File: config.mk
export PLATFORM = sky130hd
export DESIGN_NAME = output_port_scheduler
export DESIGN_NICKNAME = d
export VERILOG_FILES = /design/src/rtl/switch_pkg.sv /design/src/rtl/rr_select.sv /design/src/rtl/output_port_scheduler.sv
export SDC_FILE = /design/constraint.sdc
export NUM_CORES = 1
export LEC_CHECK = 0
export ABC_AREA = 1
export CAP_MARGIN = 20
export CORE_UTILIZATION = 45
export DETAILED_ROUTE_END_ITERATION = 6
export PLACE_DENSITY = 0.81
export SYNTH_ARGS = -nofsm -noshare
export SYNTH_HDL_FRONTEND = slang
export SYNTH_SLANG_ARGS = --single-unit
File: constraint.sdc
create_clock -name clk -period 6.7 [get_ports clk]
set_input_delay 0.67 -clock clk [delete_from_list [all_inputs] [get_ports clk]]
set_output_delay 0.67 -clock clk [all_outputs]
set_load 0.05 [all_outputs]
File: src/rtl/switch_pkg.sv
// Types and helpers shared by the switch output-port logic: scheduler states,
// port identifiers and id-to-one-hot conversion.
package switch_pkg;

  localparam int DEFAULT_CNT_W = 16;

  typedef enum logic [1:0] {
    IDLE = 2'd0,
    XFER = 2'd1,
    GAP  = 2'd2
  } state_t;

  localparam logic [2:0] PORT_NONE = 3'd0;
  localparam logic [2:0] PORT_1    = 3'd1;
  localparam logic [2:0] PORT_2    = 3'd2;
  localparam logic [2:0] PORT_3    = 3'd3;
  localparam logic [2:0] PORT_4    = 3'd4;

  function automatic logic [3:0] id_to_onehot(input logic [2:0] id);
    logic [3:0] oh;
    oh = 4'b0000;
    case (id)
      PORT_1:  oh = 4'b0001;
      PORT_2:  oh = 4'b0010;
      PORT_3:  oh = 4'b0100;
      PORT_4:  oh = 4'b1000;
      default: oh = 4'b0000;
    endcase
    return oh;
  endfunction

endpackage

File: src/rtl/rr_select.sv
// Combinational round-robin picker: searches the four requesters starting at
// the port after the last-served one, wrapping 4 -> 1.
module rr_select
  import switch_pkg::*;
(
  input  logic [3:0] i_valid,
  input  logic [2:0] i_last_id,
  output logic [2:0] o_winner,
  output logic       o_any_valid
);

  logic [1:0] w_start;

  // Zero-based index of the first candidate; last id 4 (or none) restarts at port 1.
  assign w_start     = (i_last_id >= PORT_4) ? 2'd0 : i_last_id[1:0];
  assign o_any_valid = |i_valid;

  // NOTE: every variable written here gets a default first so no latch is inferred.
  always_comb begin
    logic [1:0] w_idx;
    w_idx    = w_start;
    o_winner = PORT_NONE;
    for (int k = 3; k >= 0; k--) begin
      w_idx = w_start + 2'(k);
      if (i_valid[w_idx]) begin
        o_winner = {1'b0, w_idx} + 3'd1;
      end
    end
  end

endmodule

File: src/rtl/output_port_scheduler.sv
// Output-port scheduler: round-robin grant among four inputs, holds the grant
// for a whole packet while counting words out, then enforces an idle gap.
module output_port_scheduler
  import switch_pkg::*;
#(
  parameter int CNT_W      = DEFAULT_CNT_W,
  parameter int GAP_CYCLES = 1
) (
  input  logic             clk,
  input  logic             reset,
  input  logic             p1_valid,
  input  logic             p2_valid,
  input  logic             p3_valid,
  input  logic             p4_valid,
  input  logic [CNT_W-1:0] p1_len,
  input  logic [CNT_W-1:0] p2_len,
  input  logic [CNT_W-1:0] p3_len,
  input  logic [CNT_W-1:0] p4_len,
  input  logic             out_ready,
  output logic [3:0]       grant,
  output logic [3:0]       word_rd,
  output logic             out_valid,
  output logic             pkt_start,
  output logic             pkt_end,
  output logic [2:0]       active_packet,
  output logic [2:0]       priority_queue,
  output logic [CNT_W-1:0] down_counter
);

  localparam int                GAP_W    = (GAP_CYCLES > 1) ? $clog2(GAP_CYCLES + 1) : 1;
  localparam logic [GAP_W-1:0]  GAP_LOAD = GAP_W'(GAP_CYCLES);
  localparam logic [GAP_W-1:0]  GAP_ONE  = GAP_W'(1);
  localparam logic [CNT_W-1:0]  CNT_ONE  = CNT_W'(1);

  state_t           r_state;
  state_t           w_state_nxt;
  logic [3:0]       r_grant;
  logic [2:0]       r_active;
  logic [2:0]       r_prio;
  logic [CNT_W-1:0] r_cnt;
  logic [GAP_W-1:0] r_gap;
  logic             r_first;

  logic [3:0]       w_valid;
  logic [2:0]       w_winner;
  logic             w_any_valid;
  logic [CNT_W-1:0] w_len_sel;
  logic [CNT_W-1:0] w_len_load;
  logic             w_xfer;
  logic             w_accept;
  logic             w_last;

  assign w_valid = {p4_valid, p3_valid, p2_valid, p1_valid};

  rr_select u_rr_select (
    .i_valid     (w_valid),
    .i_last_id   (r_prio),
    .o_winner    (w_winner),
    .o_any_valid (w_any_valid)
  );

  always_comb begin
    w_len_sel = '0;
    case (w_winner)
      PORT_1:  w_len_sel = p1_len;
      PORT_2:  w_len_sel = p2_len;
      PORT_3:  w_len_sel = p3_len;
      PORT_4:  w_len_sel = p4_len;
      default: w_len_sel = '0;
    endcase
  end

  // A zero-length request still occupies one word slot.
  assign w_len_load = (w_len_sel == '0) ? CNT_ONE : w_len_sel;

  assign w_xfer   = (r_state == XFER);
  assign w_accept = w_xfer & out_ready;
  assign w_last   = w_accept & (r_cnt == CNT_ONE);

  always_comb begin
    w_state_nxt = r_state;
    case (r_state)
      IDLE:    if (w_any_valid) w_state_nxt = XFER;
      XFER:    if (w_last) w_state_nxt = (GAP_CYCLES > 0) ? GAP : IDLE;
      GAP:     if (r_gap <= GAP_ONE) w_state_nxt = IDLE;
      default: w_state_nxt = IDLE;
    endcase
  end

  // NOTE: sequential state uses non-blocking assignments so every register samples pre-edge values.
  always_ff @(posedge clk or posedge reset) begin
    if (reset) begin
      r_state <= IDLE;
    end else begin
      r_state <= w_state_nxt;
    end
  end

  always_ff @(posedge clk or posedge reset) begin
    if (reset) begin
      r_grant  <= '0;
      r_active <= PORT_NONE;
      r_prio   <= PORT_NONE;
      r_cnt    <= '0;
      r_gap    <= '0;
      r_first  <= 1'b0;
    end else begin
      case (r_state)
        IDLE: begin
          if (w_any_valid) begin
            r_grant  <= id_to_onehot(w_winner);
            r_active <= w_winner;
            r_prio   <= w_winner;
            r_cnt    <= w_len_load;
            r_first  <= 1'b1;
          end
        end
        XFER: begin
          if (out_ready) begin
            r_first <= 1'b0;
            if (r_cnt == CNT_ONE) begin
              r_cnt    <= '0;
              r_grant  <= '0;
              r_active <= PORT_NONE;
              r_gap    <= GAP_LOAD;
            end else begin
              r_cnt <= r_cnt - CNT_ONE;
            end
          end
        end
        GAP: begin
          r_gap <= (r_gap > GAP_ONE) ? r_gap - GAP_ONE : '0;
        end
        default: ;
      endcase
    end
  end

  assign grant          = r_grant;
  assign word_rd        = w_xfer ? (r_grant & {4{out_ready}}) : 4'b0000;
  assign out_valid      = w_xfer;
  assign pkt_start      = w_xfer & r_first;
  assign pkt_end        = w_last;
  assign active_packet  = r_active;
  assign priority_queue = r_prio;
  assign down_counter   = r_cnt;

endmodule

==> summary by stage <==
Hold path
The startpoint of the tightest hold check path is active_packet[0]$_DFFE_PP0P_. The worst hold path endpoint is active_packet[0]$_DFFE_PP0P_. The worst hold path passes through 2 cells.

The class of the most critical hold timing path is flip-flop to flip-flop.

Worst setup path
Data arrives at the worst endpoint at 2740 ps. STA puts the critical path data required time at 6030 ps. The depth of the most critical reg-to-reg path is 18. The maximum fanout count along the critical path is 18. The setup slack of the most critical reg-to-reg path is 3340 ps. The worst register-to-register path ends at down_counter[0]$_DFFE_PP0P_.

Among all stages on the critical path, the largest delay is contributed by sky130_fd_sc_hd__clkdlybuf4s50_1. STA classifies the critical path endpoint as an output port. The signal on the critical path passes through nor2_1, inv_1, nor2_1, inv_1, nor2_1, clkdlybuf4s50_1. The startpoint identified for the worst register-to-register timing path is priority_queue[0]$_DFFE_PP0P_. The cell type with the highest occurrence count on the critical path is sky130_fd_sc_hd__nor2_1. The highest cell delay on the worst timing path is 830 ps.

The critical path is of the flip-flop to output port type. The worst setup path is launched from a flip-flop.

Clock network
The clock network latency to the later pin of the worst-skew pair is 280 ps. The depth of the CTS H-tree is 2. TritonCTS built the clock tree. The sink count of the clock tree is 29. The quantity of hold-fixing buffers added after cts is 0. The number of clock buffers inserted by TritonCTS is 5. The longest clock path from root to sink contains 2 buffers. The number of post-CTS setup repair buffers is 0. The clock-pin transition on the worst setup and hold timing paths is 70 ps. The cell chosen for the clock root is sky130_fd_sc_hd__clkbuf_8.

The total of cells resized after clock tree synthesis is 0.

Pwr
The leakage power of the design is 1.82 nW. The peak supply drop is 0.516 mV. The total power per unit cell area is 618 nW/um^2.

Synthesis
The post-synthesis net count is 503. The area of the mapped netlist is 2760 um^2. In this run, synthesis inferred 0 flip-flops with an integrated enable. In the post-synthesis netlist, the cell with the most instances is sky130_fd_sc_hd__nand2_1. The unique cell type count in the Yosys netlist is 33. Counting flops and latches in the post-synthesis netlist gives 29.

Sorting the synthesized cells by area gives the leading types as sky130_fd_sc_hd__dfrtp_1 (26%), sky130_fd_sc_hd__nand2_1 (13%), sky130_fd_sc_hd__nand3_1 (9.1%). The cell count after synthesis came out at 426. Of the synthesized area, sequential elements account for 0.263. The number of warning messages in the yosys log is 0. The fraction of registers with async set/reset is 1.00. The commonest cells after synthesis are sky130_fd_sc_hd__nand2_1 (93), sky130_fd_sc_hd__nor2_1 (61), sky130_fd_sc_hd__nand3_1 (50).

The synthesized area per cell is 6.49 um^2. The top cell type's share of synthesized area is 0.263. The leading register cell type out of synthesis is sky130_fd_sc_hd__dfrtp_1. The top cell type by total area after synthesis is sky130_fd_sc_hd__dfrtp_1.

Placement
Port buffering added 103 buffers. The detailed-placement wirelength estimate is 6600 um. The worst setup slack before clock tree synthesis is 2860 ps. The final estimated routing congestion in global placement is 0.848.

GRT
The total global-route track usage is 0.271. In this run the most used layer during global routing was met2. The first global-routing pass estimated 13600 um of wire.

Summed over all layers, the global routing overflow is 0. In the global route stage, met3 resource usage came out at 0.0307. The met1 routing resource usage after global routing is 0.354. The number of antenna violations at the first check in global routing is 0.

The maximum number of pins on one net before global-route repair is 49. The number of global-route vias before repair is 2972. The met2 global-route usage is 0.454.

Timing
The final count of hold timing violations came to 0. The max-slew headroom at the worst pin is 0.435. The aggregate negative setup slack is 0 ps. The transition time at the pin with the least slew margin is 845 ps. Setup slack on the critical path of the routed design comes to 3290 ps. Of the available clock period, the critical path in the final layout requires 0.509.

The final number of setup-violating endpoints is 0. The final critical delay including setup and external delays is 3410 ps. The total count of max-transition violations in the final report was 0. Setup repair after global routing left no endpoint under its margin. On the final layout, the worst clock skew is 9.47 ps.

The top achievable clock speed is 0.293 GHz.

Routing
The first detailed-routing pass ran for 5 iterations. The vias per cell is 5.47. The routed length per instance is 14.1 um. The final routed wirelength across all metal layers is 8420 um. The DRC violation count after routing is 0. For this block, the initial DRC count from the detailed router was 258. The number of antenna-violating nets in the routed design is 0.

The vias after detailed routing is 3278.

Run
The tool flagged a number of max-cap violations equal to 0.

Floorplan
The width of the chip is 80.4 um. The die is 80.4 um tall. The placeable core region is 5920 um^2. The starting density of the core is 0.467. The number of top-level pins is 104. The die covers 6460 um^2. The total number of placement rows is 28.

Layout
Of the cells placed in the final design, the portion with a size suffix greater than 1 is 0.0840. The number of antenna repair diodes is 0. The area added between synthesis and finish is 42.7%. The number of nets in the finished design is 600.

Status
The flow ran to the end, and the final reports show no timing, DRC or antenna violations.
-- power by group --
part / switching (mW) / internal, mW / total, mW / leakage [nW]
clock network: 0.0689 / 0.0927 / 0.162 / 0.0542
registers: 0.0883 / 0.250 / 0.339 / 0.339
logic: 1.31 / 0.625 / 1.94 / 1.43
-- layout make-up --
type                       instances  area (um^2)
clock buffer                       7         96.3
clock inverter                     1         5.00
fill                             523         1980
inverter                          46          185
multi-input combinational        335         1740
sequential                        29          726
tap                               75         93.8
timing repair buffer             106         1090
-- state kept, by name (all words and copies together) (netlist names) --
signal	count
r_state	2
priority_queue	3
r_first	1
active_packet	3
grant	4
down_counter	16
-- worst max-delay path: cells and delay by family, from the launching register on --
family                 cells  cell delay (ps)
AND/OR/NAND/NOR            3              720
flip-flops                 1              400
buffers and inverters      3             1320
-- through the flow --
stage	std cells	cell area [um^2]	hold WS, ps	power (mW)	utilization
final	599	3940	514	2.44	0.666
after global routing	599	3940	538	2.65	0.666
after CTS	598	3910	510	2.38	0.661
after detailed placement	590	3810	491	2.21	0.644
after global placement	589	3780	496	2.16	0.639
after floorplan	426	2760	507	1.85	-
-- worst max-delay path by stage --
stage	startpoint	to	cells after the start
floorplan	r_state[1]$_DFFE_PP0P_	pkt_end	5
global placement	p1_valid	down_counter[0]$_DFFE_PP0P_	16
detailed placement	p1_valid	down_counter[0]$_DFFE_PP0P_	16
CTS	priority_queue[0]$_DFFE_PP0P_	down_counter[0]$_DFFE_PP0P_	18
global route	r_state[0]$_DFFE_PP0P_	pkt_end	7
finish	r_state[1]$_DFFE_PP0P_	pkt_end	6
-- cell families (layout without fill, tap and decap cells) --
family          Yosys count  after routing  share of synthesized area
compound gates           64             64                      0.127
xor+xnor                  9              9                     0.0285
fa+ha+maj                 6              6                     0.0272
buf+inv                  62            160                      0.110
flops                    29             29                      0.263
simple gates            256            256                      0.445
-- cells in the final DEF (no fill, tap or decap), types with 6 or more instances in the layout --
cell type                           n
sky130_fd_sc_hd__nand2_2            9
sky130_fd_sc_hd__a31oi_1            7
sky130_fd_sc_hd__o21ai_1            6
sky130_fd_sc_hd__a21oi_1           11
sky130_fd_sc_hd__ha_1               6
sky130_fd_sc_hd__nand3_2            9
sky130_fd_sc_hd__clkdlybuf4s50_1  103
sky130_fd_sc_hd__dfrtp_1           29
sky130_fd_sc_hd__clkbuf_8           7
sky130_fd_sc_hd__nor2_1            61
sky130_fd_sc_hd__nand3_1           50
sky130_fd_sc_hd__xor2_1             6
sky130_fd_sc_hd__nand4_1           21
sky130_fd_sc_hd__inv_1             40
sky130_fd_sc_hd__o21ai_0           31
sky130_fd_sc_hd__nand2_1           93
-- routing by layer --
metal,up-vias,wire length [um],share of wire
met3,20,484,0.057
li1,1609,-,-
met1,1492,3640,0.43
met4,0,222,0.026
met5,-,0,0
met2,157,4080,0.48
Note: power is estimated with default switching activity, not from simulation.
